File: src/rtl/regbank16_wr.sv
// Sixteen-entry write-side register bank with byte enables and a one-entry-per-cycle
// bulk-clear engine that shares the single write port.
module regbank16_wr #(
    parameter int unsigned width = 16
) (
    input  logic             clk,
    input  logic             rst,
    input  logic             wr_valid,
    output logic             wr_ready,
    input  logic [3:0]       wr_sel,
    input  logic [1:0]       wr_be,
    input  logic [width-1:0] wr_data,
    input  logic             clear_req,
    output logic             busy,
    output logic [15:0]      valid_map,
    output logic [width-1:0] a,
    output logic [width-1:0] b,
    output logic [width-1:0] c,
    output logic [width-1:0] d,
    output logic [width-1:0] e,
    output logic [width-1:0] f,
    output logic [width-1:0] g,
    output logic [width-1:0] h,
    output logic [width-1:0] i,
    output logic [width-1:0] j,
    output logic [width-1:0] k,
    output logic [width-1:0] l,
    output logic [width-1:0] m,
    output logic [width-1:0] n,
    output logic [width-1:0] o,
    output logic [width-1:0] p
);

    localparam int unsigned half    = width / 2;
    localparam int unsigned entries = 16;
    localparam logic [3:0]  last    = 4'd15;

    typedef enum logic {
        IDLE  = 1'b0,
        CLEAR = 1'b1
    } state_t;

    state_t           state;
    state_t           state_next;
    logic [3:0]       clr_cnt;
    logic [3:0]       clr_cnt_next;
    logic [width-1:0] mem [entries];
    logic [width-1:0] merged;
    logic             wr_fire;

    // Next-state and counter logic for the bulk-clear sequencer
    always_comb begin
        state_next   = state;
        clr_cnt_next = clr_cnt;
        case (state)
            IDLE: begin
                if (clear_req) begin
                    state_next   = CLEAR;
                    clr_cnt_next = 4'd0;
                end
            end
            CLEAR: begin
                if (clr_cnt == last) begin
                    state_next   = IDLE;
                    clr_cnt_next = 4'd0;
                end else begin
                    clr_cnt_next = clr_cnt + 4'd1;
                end
            end
            default: begin
                state_next   = IDLE;
                clr_cnt_next = 4'd0;
            end
        endcase
    end

    assign wr_ready = ~rst & (state == IDLE);
    assign busy     = (state == CLEAR);
    assign wr_fire  = wr_valid & wr_ready;

    // Byte-lane merge of incoming data with the currently stored word
    always_comb begin
        merged = mem[wr_sel];
        if (wr_be[0]) begin
            merged[half-1:0] = wr_data[half-1:0];
        end
        if (wr_be[1]) begin
            merged[width-1:half] = wr_data[width-1:half];
        end
    end

    always_ff @(posedge clk) begin
        if (rst) begin
            state   <= IDLE;
            clr_cnt <= 4'd0;
        end else begin
            state   <= state_next;
            clr_cnt <= clr_cnt_next;
        end
    end

    // Storage: clear engine owns the port while busy, otherwise accepted writes land
    always_ff @(posedge clk) begin
        if (rst) begin
            for (int idx = 0; idx < int'(entries); idx++) begin
                mem[idx] <= '0;
            end
            valid_map <= 16'h0000;
        end else if (state == CLEAR) begin
            mem[clr_cnt]       <= '0;
            valid_map[clr_cnt] <= 1'b0;
        end else if (wr_fire) begin
            mem[wr_sel] <= merged;
            if (wr_be != 2'b00) begin
                valid_map[wr_sel] <= 1'b1;
            end
        end
    end

    assign a = mem[0];
    assign b = mem[1];
    assign c = mem[2];
    assign d = mem[3];
    assign e = mem[4];
    assign f = mem[5];
    assign g = mem[6];
    assign h = mem[7];
    assign i = mem[8];
    assign j = mem[9];
    assign k = mem[10];
    assign l = mem[11];
    assign m = mem[12];
    assign n = mem[13];
    assign o = mem[14];
    assign p = mem[15];

endmodule

File: config.mk
export PLATFORM = sky130hd
export DESIGN_NAME = regbank16_wr
export DESIGN_NICKNAME = d
export VERILOG_FILES = /design/src/rtl/regbank16_wr.sv
export SDC_FILE = /design/constraint.sdc
export NUM_CORES = 1
export LEC_CHECK = 0
export ABC_CLOCK_PERIOD_IN_PS = 5100
export CAP_MARGIN = 40
export CORE_MARGIN = 5
export CORE_UTILIZATION = 54
export CTS_BUF_LIST = sky130_fd_sc_hd__clkbuf_4 sky130_fd_sc_hd__clkbuf_8
export CTS_CLUSTER_SIZE = 28
export DETAILED_ROUTE_END_ITERATION = 16
export GPL_TIMING_DRIVEN = 1
export HOLD_SLACK_MARGIN = 0.12
export PLACE_DENSITY = 0.95
export SYNTH_ARGS = -nofsm -noshare
export SYNTH_HDL_FRONTEND = slang
export SYNTH_SLANG_ARGS = --single-unit
File: constraint.sdc
create_clock -name clk -period 5.1 [get_ports clk]
set_clock_uncertainty 0.15 [all_clocks]
set_input_delay 1.02 -clock clk [delete_from_list [all_inputs] [get_ports clk]]
set_output_delay 1.02 -clock clk [all_outputs]
set_load 0.01 [all_outputs]
**Word level (Yosys, flattened, before mapping)**

Memory sizes are Yosys's and may differ from the RTL's.
Cells that the tools add are included.

- Register bits: 21
- RAM bits: 256
- Input port bits: 26
- Output and inout bits: 274
- Logic and storage cells: 60
- Memories kept: 1

- Add/sub/neg operators: 1
- Magnitude comparators: 4
- Equality and inequality tests: 4
- Mux-type cells: 30
- Bitwise gates (word level): 7
- Reduce and logical (&&, ||, !) cells: 10

Memory list:

| memory | depth | bits a word | read ports | clocked after Yosys merged registers in | wr ports | line | RTL |
|---|---|---|---|---|---|---|---|
| mem | 16 | 16 | 16 | 0 | 16 | 47 | `logic [width-1:0] mem [entries];` |

Operators by type and width:

| kind | number |
|---|---|
| $mux 16 | 5 |
| $reduce_or 16->1 | 2 |
| $and 16x16->16 | 1 |
| $mux 4 | 4 |
| $mux 8 | 2 |
| $not 16->16 | 1 |
| $or 16x16->16 | 1 |
| $mux 1 | 14 |
| $lt 4x5->1 const B | 2 |
| $demux 1 s4 | 2 |
| $ge 4x1->1 const B | 2 |
| $pmux 4 s2 | 1 |
| $reduce_and 2->1 | 3 |
| $reduce_bool 2->1 | 3 |
| $add 4x1->4 const B | 1 |
| $eq 4x4->1 const B | 1 |
| $and 1x1->1 | 2 |
| $logic_and 1x1->1 | 2 |
| $mux 2 | 1 |
| $ne 1x1->1 const B | 2 |
| $ne 2x2->1 const B | 1 |
| $not 1->1 | 2 |
| $pmux 1 s2 | 1 |

**Logic depth before layout (Yosys ltp)**

Gate-level depths: netlist of the first run.

- Depth in word-level cells: 10
- Depth in mapped cells: 6
- Mapped depth without buffers: 5

**Worst setup path before layout of the first run**

OpenSTA, ideal clock, no wires.

- Path type: input port to flip-flop
- From: input wr_sel[2]
- To: memory mem[1][0] (enable)
- Setup time: 0.384 ns
- Data arrival time: 2.304 ns
- Required time: 4.566 ns
- Setup slack: 2.261 ns
- Stages: 3
- Path buffers: 0
- Cells stage by stage: nor2_1 nand2_1 o21ai_0

RTL lines:

| element | line | RTL |
|---|---|---|
| from (decl) | 10 | `input logic [3:0] wr_sel,` |
| to (decl) | 47 |  |

**Worst setup path in the final report of the first run**

- From: input rst
- To: output wr_ready

- Cells in the longest elaborated chain, start to end: 2

RTL lines:

| element | line | RTL |
|---|---|---|
| from (decl) | 7 | `input logic rst,` |
| $not 1->1 | 77 | `assign wr_ready = ~rst & (state == IDLE);` |
| $and 1x1->1 | 77 |  |
| to (decl) | 9 | `output logic wr_ready,` |

Every way passes these cells.

==> flow_metrics.tcl, run 1 <==
set metrics [dict create \
    area_growth_pct 38.0 \
    critPathMostFrequentCell "clkdlybuf4s50_1" \
    path_cells "clkdlybuf4s50_1 > nor2_1 > clkdlybuf4s50_1" \
    grtUsageTotal_pct 28.0 \
    cts.path.max_buffers 3 \
    min_period_ns 3.59 \
    clk_latency_ns 0.53 \
    max_freq_mhz 279 \
    avgSynthCellArea_um2 13.3 \
    gp_congestion 0.918 \
    drc 0 \
    dp_hpwl_um 24000 \
    finalWorstSetupSlack_ns 1.51 \
    maxSlewHeadroom_pct 39.4 \
    routed_wl_um 33000 \
    drv_slew 0 \
    end_kind "output pin" \
    crit_type "in2out" \
    power-per-cell-area_nw_per_um2 328 \
    initial_core_util_pct 55.2 \
    hp-class "reg2reg" \
    syn-cell-area_um2 10800 \
    synthMostInstantiatedCell "edfxtp_1" \
    cts-root-buf "clkbuf_8" \
    first_pass_iters 5 \
    htreeDepth 2 \
    synth-edff-count 256 \
    crit_path_max_fanout 13 \
    syn_inst 816 \
    synth_ff_type "edfxtp_1" \
    cpPeakStageDelay_ns 0.65 \
    synthDistinctLibCells 34 \
    ios 300 \
    grt_max_degree 33 \
    die-area_um2 23000 \
    rows 51 \
    timing_hold_violations_final 0 \
    io_buffers 299 \
    ctsResizeCount 0 \
    viasPerCell 5.63 \
    fin_nets 1184 \
    yosysSeqAreaShare_pct 75.0 \
    start_kind "input pin" \
    synth_top_area_share_pct 71.1 \
    cts_hold_buf 0 \
    rsz0062_at_grt "no" \
    cts.clk_slew.worst_paths_ns 0.06 \
    fin_total_pwr_mw 4.90 \
    nFillCells 1179 \
    pre_cts_ws_ns 1.19 \
    wl_per_cell_um 22.7 \
    die_y_um 152 \
    critPathBufInv 2 \
    path_delay_family "buffers and inverters" \
    core_um2 19600 \
    ir_drop_mv 0.194 \
    routed-via-count 8184 \
    synthTopCellsByArea "edfxtp_1 71%, nor2_1 8.4%, dfxtp_1 3.9%" \
    antenna_found_initial 2 \
    cts_tree "built" \
    post_cts_buffers 0 \
    worstMarginPinSlew_ns 0.906 \
    synthTopCellsByCount "256 x edfxtp_1, 243 x nor2_1, 96 x nand2_1" \
    grt_pass1_vias 8340 \
    arrival_ns 2.42 \
    required_ns 3.93 \
    hold_slack_ns 0.329 \
    finalSetupTns_ns 0 \
    maxCapViolCount 0 \
    fin_crit_sh_pct 70.3 \
    async_flop_share_pct 0 \
    leakage_nw 5.09 \
    cts_buffers 43 \
    cp_slowest_cell "clkdlybuf4s50_1" \
    grt_pass1_wl_um 48100 \
    cts_sinks 277 \
    gr-total-overflow 0 \
    synth_top_area_cell "edfxtp_1" \
    fp.dieW_um 152 \
    fin_area_um2 14900 \
    placed_cell_area_um2 14100 \
    ys_seq_elements 277 \
    synth_warnings 0 \
    syn-num-nets 846 \
    finalSetupViolations 0 \
    ant_nets 0 \
    status "completed" \
    layout-drive-gt1-share_pct 12.9 \
    drt-initial-drc-count 796 \
]
power by group:
group / switching, mW / total [mW] / internal (mW)
sequential: 0.0342 / 2.60 / 2.56
clock: 0.814 / 1.85 / 1.04
combinational: 0.253 / 0.452 / 0.200
total: 1.10 / 4.90 / 3.80
worst reg2reg max path, cell delays in order, from the launching register on:
cell	delay (ns)
dfxtp_1	0.30
buf_4	0.23
nor3_4	0.80
nand3_4	0.54
nor2_1	0.34
flip-flops by register name, summed over array words and instances (netlist names):
| register | flops |
|---|---|
| busy | 1 |
| mem | 256 |
| valid_map | 16 |
| clr_cnt | 4 |
placed cells by master (no fill, tap or decap), drive strengths merged:
master / count
clkbuf: 68
clkdlybuf4s50: 299
o21bai: 1
nand4b: 1
a211oi: 10
bufinv: 1
o221ai: 1
or3: 2
a41oi: 1
nor3: 2
a32o: 5
nor3b: 2
diode: 2
a31oi: 13
buf: 39
inv: 5
dfxtp: 21
ha: 4
mux2i: 1
o21ai: 33
nor4: 1
nor2: 271
a21oi: 19
nand3: 15
clkinv: 8
nand2b: 3
nor2b: 6
clkinvlp: 1
nand2: 96
edfxtp: 256
and2: 2
final timing paths:
check / end / depth (start not counted) / start / slack, ns
setup / recovery: wr_ready / 3 / rst / 1.51
hold / removal: valid_map[11] / 2 / valid_map[11] / 0.33
setup reg to reg: mem[2][7] / 4 / busy / 2.57
hold reg to reg: valid_map[11] / 2 / valid_map[11] / 0.33
stage by stage:
step | utilization, % | std cells
finish | 76.2 | 1454
global route | 76.2 | 1454
CTS | 76.2 | 1452
detailed placement | 71.8 | 1374
global placement | 71.7 | 1372
floorplan | - | 816
layout make-up:
cell class,instances,area [um2],area share [%]
timing repair buffer,338,3280,22.0
clock buffer,68,792,5.31
tap,265,332,2.22
clock inverter,10,73.8,0.495
sequential,277,8110,54.3
antenna,2,5.00,0.0335
inverter,5,18.8,0.126
multi-input combinational,489,2310,15.5
cells by family after synthesis:
logic type,share of synthesized area [%]
and+or+nand+nor,16.2
buffers and inverters,3.69
muxes,0.0925
AOI/OAI and AO/OA,4.62
adders and majority gates,0.463
DFF,75.0
routing by layer:
| metal | share of wire [%] | routed length (um) | GRT usage [%] | up-vias |
|---|---|---|---|---|
| li1 | - | - | - | 3538 |
| met1 | 33 | 11000 | 33.0 | 3968 |
| met2 | 52 | 17100 | 49.2 | 556 |
| met3 | 9.4 | 3110 | 5.44 | 122 |
| met4 | 5.6 | 1860 | 13.8 | 0 |
| met5 | 0 | 0 | 0 | - |
Power figures use the tool's default switching activity.
==> run 2, diff against run 1 <==
==> config.mk (replaced) <==
export PLATFORM = sky130hd
export DESIGN_NAME = regbank16_wr
export DESIGN_NICKNAME = d
export VERILOG_FILES = /design/src/rtl/regbank16_wr.sv
export SDC_FILE = /design/constraint.sdc
export NUM_CORES = 1
export LEC_CHECK = 0
export ABC_CLOCK_PERIOD_IN_PS = 3100
export CAP_MARGIN = 40
export CORE_MARGIN = 5
export CORE_UTILIZATION = 45
export CTS_BUF_LIST = sky130_fd_sc_hd__clkbuf_4 sky130_fd_sc_hd__clkbuf_8
export CTS_CLUSTER_SIZE = 28
export DETAILED_ROUTE_END_ITERATION = 16
export GPL_TIMING_DRIVEN = 1
export HOLD_SLACK_MARGIN = 0.12
export PLACE_DENSITY = 0.86
export SYNTH_ARGS = -nofsm -noshare
export SYNTH_HDL_FRONTEND = slang
export SYNTH_SLANG_ARGS = --single-unit
==> constraint.sdc (replaced) <==
create_clock -name clk -period 3.1 [get_ports clk]
set_clock_uncertainty 0.15 [all_clocks]
set_input_delay 0.62 -clock clk [delete_from_list [all_inputs] [get_ports clk]]
set_output_delay 0.62 -clock clk [all_outputs]
set_load 0.01 [all_outputs]
==> flow_metrics.tcl, run 2 (synthesis results as in run 1) <==
set metrics [dict create \
    io_buffers 299 \
    required_ns 2.33 \
    cts_buffers 43 \
    cts-root-buf "clkbuf_8" \
    layout-drive-gt1-share_pct 13.2 \
    gr-total-overflow 0 \
    rsz0062_at_grt "no" \
    hp-class "reg2reg" \
    arrival_ns 1.75 \
    maxSlewHeadroom_pct 61.1 \
    min_period_ns 2.52 \
    fin_crit_sh_pct 81.2 \
    reg_top3 "mem: 256 flops, valid_map: 16 flops, clr_cnt: 4 flops" \
    die-area_um2 27200 \
    placed_cell_area_um2 14200 \
    dp_hpwl_um 24300 \
    cts_tree "built" \
    cpPeakStageDelay_ns 0.55 \
    path_delay_family "buffers and inverters" \
    initial_core_util_pct 45.9 \
    layout_common_cells "299 x clkdlybuf4s50_1, 256 x edfxtp_1, 243 x nor2_1" \
    clk_latency_ns 0.53 \
    final_common_cell "clkdlybuf4s50_1" \
    antenna_found_initial 1 \
    path_cells "clkdlybuf4s50_1 > nor2_1 > clkdlybuf4s50_1" \
    ios 300 \
    critPathMostFrequentCell "clkdlybuf4s50_1" \
    ctsResizeCount 0 \
    end_kind "output pin" \
    status "completed" \
    fin_area_um2 15100 \
    drv_slew 0 \
    top_register "mem" \
    start_kind "input pin" \
    cts.path.max_buffers 3 \
    hold_slack_ns 0.337 \
    final_util_pct 64.1 \
    ir_drop_mv 0.361 \
    routed-via-count 8078 \
    viasPerCell 5.34 \
    grt_pass1_wl_um 47300 \
    max_freq_mhz 397 \
    cp_slowest_cell "clkdlybuf4s50_1" \
    finalSetupViolations 0 \
    post_cts_buffers 0 \
    grt_pass1_vias 7855 \
    largest_reg_flops 256 \
    rows 56 \
    cts_sinks 277 \
    wl_per_cell_um 22.1 \
    core_um2 23500 \
    critPathBufInv 2 \
    grtUsageTotal_pct 23.4 \
    worstMarginPinSlew_ns 0.582 \
    cts.clk_slew.worst_paths_ns 0.06 \
    timing_hold_violations_final 0 \
    grt_max_degree 39 \
    drc 0 \
    fin_nets 1191 \
    ant_nets 0 \
    crit_path_max_fanout 2 \
    maxCapViolCount 0 \
    crit_type "in2out" \
    htreeDepth 2 \
    leakage_nw 5.15 \
    nFillCells 1742 \
    placedCellCount 1435 \
    die_y_um 165 \
    drt-initial-drc-count 866 \
    power-per-cell-area_nw_per_um2 545 \
    fp.dieW_um 165 \
    stdcell_count 1514 \
    finalSetupTns_ns 0 \
    cts_hold_buf 0 \
    routed_wl_um 33400 \
    gp_congestion 0.874 \
    first_pass_iters 5 \
    area_growth_pct 39.6 \
]
-- run 2: cell count changes in the layout (fill, tap and decap cells not counted), moves of 2 or more --
cell,change
buf_4,+7
bufinv_16,+2
clkbuf_4,-5
clkinv_1,+2
clkinv_2,+2
o21ai_0,-4
o21ai_1,+4
-- run 2: worst paths after layout --
| kind | cells after the start | slack, ns | endpoint | start |
|---|---|---|---|---|
| setup / recovery | 3 | 0.58 | wr_ready | rst |
| hold / removal | 2 | 0.34 | valid_map[9] | valid_map[9] |
| hold reg to reg | 2 | 0.34 | valid_map[9] | valid_map[9] |
| setup reg to reg | 5 | 0.83 | mem[11][11] | clr_cnt[0] |
-- run 2: cell type report --
cell class,count,area (um2),share of cell area (%)
Multi-Input combinational cell,489,2310,15.3
Tap cell,319,399,2.64
Clock buffer,64,768,5.09
Timing Repair Buffer,345,3350,22.2
Antenna cell,1,2.50,0.0166
Sequential cell,277,8110,53.7
Inverter,5,18.8,0.124
Clock inverter,14,135,0.895
-- run 2: metal layers --
layer	share of wire [%]	wire length (um)	up-vias	global-route usage (%)
li1	-	-	3551	-
met1	37	12200	3937	29.2
met3	8.9	2970	90	4.72
met4	3.9	1310	0	10.3
met5	0	0	-	0
met2	51	16900	500	39.5
-- run 2: worst min-delay path: stages (launching register included) --
cell and delay, ns:
dfxtp_1 0.32, nand2_1 0.06, a211oi_1 0.06
-- run 2: report_power, final --
group	internal, mW	switching (mW)	leakage [nW]
sequential	4.21	0.0614	2.80
combinational	0.336	0.420	1.87
clock	1.83	1.36	0.480
total	6.38	1.84	5.15
-- run 2: per-stage QoR --
step                total power, mW  setup slack [ns]
finish                         8.22             0.584
global route                   8.46             0.545
CTS                            8.24             0.570
detailed placement             5.10             0.278
global placement               5.09             0.321
floorplan                      4.61             0.661
==> run 3, diff against run 2 <==
==> config.mk (replaced) <==
export PLATFORM = sky130hd
export DESIGN_NAME = regbank16_wr
export DESIGN_NICKNAME = d
export VERILOG_FILES = /design/src/rtl/regbank16_wr.sv
export SDC_FILE = /design/constraint.sdc
export NUM_CORES = 1
export LEC_CHECK = 0
export ABC_CLOCK_PERIOD_IN_PS = 2400
export CAP_MARGIN = 40
export CORE_MARGIN = 5
export CORE_UTILIZATION = 50
export CTS_BUF_LIST = sky130_fd_sc_hd__clkbuf_4 sky130_fd_sc_hd__clkbuf_8
export CTS_CLUSTER_SIZE = 28
export DETAILED_ROUTE_END_ITERATION = 16
export GPL_TIMING_DRIVEN = 1
export HOLD_SLACK_MARGIN = 0.12
export PLACE_DENSITY = 0.9
export SYNTH_ARGS = -nofsm -noshare
export SYNTH_HDL_FRONTEND = slang
export SYNTH_SLANG_ARGS = --single-unit
==> constraint.sdc (replaced) <==
create_clock -name clk -period 2.4 [get_ports clk]
set_clock_uncertainty 0.15 [all_clocks]
set_input_delay 0.48 -clock clk [delete_from_list [all_inputs] [get_ports clk]]
set_output_delay 0.48 -clock clk [all_outputs]
set_load 0.01 [all_outputs]
==> flow_metrics.tcl, run 3 (synthesis results as in run 1) <==
set metrics [dict create \
    min_to "valid_map[0]" \
    fin_nets 1211 \
    area_growth_pct 40.1 \
    min_period_ns 2.34 \
    ios 300 \
    cts.path.max_buffers 3 \
    first_pass_iters 5 \
    min_from "valid_map[0]" \
    finalSetupTns_ns 0 \
    rows 53 \
    rsz0062_at_grt "no" \
    cts_tree "built" \
    cts_sinks 277 \
    hold-path-cell-count 2 \
    core_um2 21200 \
    viasPerCell 5.44 \
    drt-initial-drc-count 763 \
    antenna_found_initial 0 \
    io_buffers 299 \
    nFillCells 1359 \
    regArea_um2 8110 \
    max_freq_mhz 427 \
    cts.clk_slew.worst_paths_ns 0.06 \
    htreeDepth 2 \
    r2r_cells 7 \
    antenna_cells 0 \
    rrSetupSlack_ns 0.29 \
    grt_pass1_vias 8065 \
    grtUsageTotal_pct 25.6 \
    drc 0 \
    top_register "mem" \
    cts_hold_buf 0 \
    layout_common_cells "298 x clkdlybuf4s50_1, 256 x edfxtp_1, 242 x nor2_1" \
    drv_slew 0 \
    finalSetupViolations 0 \
    status "completed" \
    layout-drive-gt1-share_pct 14.4 \
    fp.dieW_um 157 \
    gr-total-overflow 0 \
    maxSlewHeadroom_pct 65.7 \
    grt_pass1_wl_um 47600 \
    crit_path_max_fanout 25 \
    crit_type "reg2out" \
    end_kind "output pin" \
    initial_core_util_pct 51.1 \
    multi_input_area_um2 2310 \
    die-area_um2 24700 \
    hp-class "reg2reg" \
    dp_hpwl_um 24300 \
    maxCapViolCount 0 \
    timing_hold_violations_final 0 \
    routed-via-count 8073 \
    final_common_cell "clkdlybuf4s50_1" \
    required_ns 1.77 \
    routed_wl_um 32600 \
    arrival_ns 1.71 \
    leakage_nw 5.23 \
    r2r-end "mem[8][4]" \
    post_cts_buffers 0 \
    cts-root-buf "clkbuf_8" \
    wl_per_cell_um 22.0 \
    ant_nets 0 \
    start_kind "flop" \
    power-per-cell-area_nw_per_um2 679 \
    hold_slack_ns 0.322 \
    cts_buffers 42 \
    worstMarginPinSlew_ns 0.514 \
    grt_max_degree 33 \
    clk_latency_ns 0.54 \
    die_y_um 157 \
    ir_drop_mv 0.368 \
    reg_top3 "mem: 256 flops, valid_map: 16 flops, clr_cnt: 4 flops" \
    gp_congestion 0.909 \
    r2r-start "busy" \
    fin_crit_sh_pct 97.6 \
    largest_reg_flops 256 \
]
[run 3: changes by cell type in the layout (fill, tap and decap cells not counted), moves of 3 or more]
cell / previous run / this run
buf_4: 45 / 62
buf_12: 1 / 5
o21ai_0: 28 / 32
o21ai_1: 4 / 0
clkbuf_8: 46 / 43
clkinv_2: 3 / 0
[run 3: where the power goes]
part / total, mW / switching, mW / leakage (nW) / internal (mW)
registers: 5.52 / 0.0764 / 2.80 / 5.44
logic: 0.986 / 0.534 / 2.00 / 0.452
clock network: 3.79 / 1.73 / 0.423 / 2.05
total: 10.3 / 2.34 / 5.23 / 7.95
[run 3: how the worst max path moves through the flow]
stage | startpoint | to | slack, ns | cells past startpoint
global route | busy | busy | 0.01 | 2
global placement | wr_valid | mem[0][0] | -0.22 | 8
floorplan | wr_sel[2] | mem[1][0] | 0.10 | 3
CTS | busy | wr_ready | 0.003 | 3
finish | busy | busy | 0.06 | 2
detailed placement | wr_valid | mem[0][2] | -0.20 | 8
[run 3: critical path: stages, from the launching register on]
cell and delay [ns]:
dfxtp_2 0.44, buf_12 0.20, clkdlybuf4s50_1 0.55
[run 3: routing by layer]
metal  vias to the layer above  share of wire, %  GRT usage, %
met2                       548                50          43.7
met1                      3845                35          31.5
li1                       3579                 -             -
met3                       101               9.8          5.47
met5                         -                 0             0
met4                         0               4.8          11.8
[run 3: metrics by stage]
stage                     setup WS [ns]  area, um2  util (%)  power [mW]  instances
after CTS                       0.00311      15100      71.6        10.3       1484
after global routing             0.0103      15100      71.6        10.6       1484
after detailed placement         -0.205      14300      67.7        6.60       1412
final                            0.0587      15100      71.6        10.3       1484
after global placement           -0.220      14300      67.7        6.57       1412
after floorplan                   0.101      10800         -        5.95        816
[run 3: final cells by class]
cell class / count / area share [%]
clock buffers: 62 / 4.85
clock inverters: 10 / 0.446
well taps: 275 / 2.27
flip-flops and latches: 277 / 53.5
inverters: 5 / 0.124
multi-input cells: 489 / 15.3
repair buffers: 366 / 23.5
[run 3: timing repair]
item / 4_1_cts / 5_1_grt
endpoints found under the hold margin: 0 / 0
setup endpoints to repair: 2 / 2
cloned: 0 / 0
resized for setup: 2 / 3
==> variant: new RTL, settings of run 3 <==
`entries`: 16 -> 32.
--- a/src/rtl/regbank16_wr.sv
+++ b/src/rtl/regbank16_wr.sv
@@ -32,7 +32,7 @@
 );
 
     localparam int unsigned half    = width / 2;
-    localparam int unsigned entries = 16;
+    localparam int unsigned entries = 32;
     localparam logic [3:0]  last    = 4'd15;
 
     typedef enum logic {
Formal check against the unedited RTL: no difference found for any inputs over 4 cycles, from zero or initial values and one cycle with rst high; that may be too few to reach the edited logic, so the function may still have changed.
==> variant against run 3 <==
  * Non-clock buffer count rose by 3
  * Sequential cell count did not move
  * Worst setup slack improved by 20 ps
  * Area after synthesis fell by 2.2%
  * Sequential power barely moved
  * Clock power rose by 6.6%
  * Total power rose by 2.5%
  * Wire length rose by 1.1%
  * Highest routed layer unchanged
  * Sequential share of layout area rose by 0.078 points
  * Cell area fell by 0.12%
  * Largest cell class unchanged
  * Global-route usage rose by 1.1 points
==> variant: results (changes against run 3) <==
HPWL after DPL=24.1 mm (-0.97%); Placed Instances=1,410 (-0.14%); port bufs=299 (unchanged); post-synthesis sequential area ratio=76.7% (+1.7 points); initial antenna violation count=1 (+1); Crit Path Max Fanout=10 (-60%); number of DRC markers in iteration 0=786 (+3.0%); CTS Buf Count=42 (unchanged); hold endpoint=clr_cnt[1]; Post-Route WL=33.0 mm (+1.1%); Syn. warnings=0 (unchanged); Worst VDD drop=0.000446 V (+21%); layout cells sized above 1=12.6% (-1.8 points); commonest cells in the netlist=nor2_1 (268), edfxtp_1 (256), nand2_1 (86), o21ai_0 (33), dfxtp_1 (21); Reg2Reg Depth=6 (-1); GPL Wtd Cong=0.884 (-2.8%); first-pass GRT wire length=49.0 mm (+2.9%); vias in the first global route=8,253 (+2.3%); CP Data Arrival Time=1690 ps (-20 ps); slew at the pin with the worst max-slew slack=547 ps (+33.9 ps); Hold Path Origin=rst; outcome=finished, final reports clean; Post-Syn Nets=840 (-0.71%); Synth Area per Inst=13.1 um2 (-1.5%); GRT Total Usage=26.8% (+1.1 points); main area contributors after synthesis=edfxtp_1 (73%), nor2_1 (9.5%), dfxtp_1 (4.0%); Reg-to-Reg End=mem[5][13]; via count=8,175 (+1.3%); NumNets Final=1,209 (-0.17%); Non-Filler Instances=1,486 (+0.13%); Tightest Hold Check Type=in -> reg; leakage power=5.31 nW (+1.6%); register-to-register setup slack=160 ps (-130 ps); Cell variety after synth=38 (+12%); RR Startpoint=clr_cnt[2]
-- variant: changes by cell type in the layout (fill, tap and decap cells not counted), sizes merged, moves of 4 or more --
cell	change
nand2b	+6
clkinv	+6
nand3	-6
or2	+4
nand2	-10
a211oi	-4
a31oi	-4
clkbuf	-5
-- variant: cell type report --
class                   count  area, um2
inverters                   5       18.8
diodes                      1       2.50
repair buffers            369       3550
clock inverters            18        179
well taps                 275        344
flip-flops and latches    277       8110
fillers                  1345       5820
multi-input cells         484       2230
clock buffers              57        697
-- variant: per-layer routing --
metal	wire length, um	vias to the layer above	global-route usage [%]
li1	-	3583	-
met1	11400	3944	32.5
met2	17000	532	47.5
met3	3010	116	4.20
met4	1620	0	11.4
met5	0	-	0
-- variant: cells by family (layout without fill, tap and decap cells) --
logic type / after synthesis / count (layout) / share of synthesized area (%)
AO/OA/AOI/OAI: 81 / 81 / 4.60
adder cells (fa/ha/maj): 4 / 4 / 0.473
buffers and inverters: 49 / 449 / 2.39
flip-flops: 277 / 277 / 76.7
other: 0 / 1 / 0
AND/OR/NAND/NOR: 399 / 399 / 15.9
-- variant: worst max path at each step --
stage | startpoint | end | slack [ps] | cells past startpoint
final | busy | busy | 80 | 2
after CTS | busy | busy | 20 | 2
after global placement | rst | mem[3][14] | -350 | 5
after global routing | busy | busy | 4 | 2
after detailed placement | rst | mem[3][11] | -400 | 5
after floorplan | rst | mem[0][10] | 30 | 3
-- variant: power breakdown --
| part | internal (mW) | switching, mW | total [mW] |
|---|---|---|---|
| registers | 5.44 | 0.0816 | 5.52 |
| logic | 0.454 | 0.521 | 0.975 |
| clock network | 2.31 | 1.73 | 4.04 |
| total | 8.21 | 2.34 | 10.5 |
-- variant: worst max-delay path, stage by stage, from the launching register on --
cell	delay (ps)
dfxtp_4	410
buf_4	190
clkdlybuf4s50_1	550
-- variant: per-stage QoR --
| stage | TNS (ps) | total power [mW] | setup slack (ps) | hold WS, ps | cell area [um2] |
|---|---|---|---|---|---|
| detailed placement | -116840 | 6.59 | -402 | 304 | 14200 |
| floorplan | 0 | 5.93 | 32.3 | 324 | 10600 |
| finish | 0 | 10.5 | 79.0 | 293 | 15100 |
| global placement | -91710 | 6.56 | -351 | 302 | 14200 |
| CTS | 0 | 10.6 | 17.9 | 253 | 15100 |
| global route | 0 | 10.9 | 3.89 | 282 | 15100 |
-- variant: what timing repair did --
action | 4_1_cts | 5_1_grt
setup endpoints to repair | 2 | 17
pin swaps | 0 | 0
resized for setup | 3 | 2
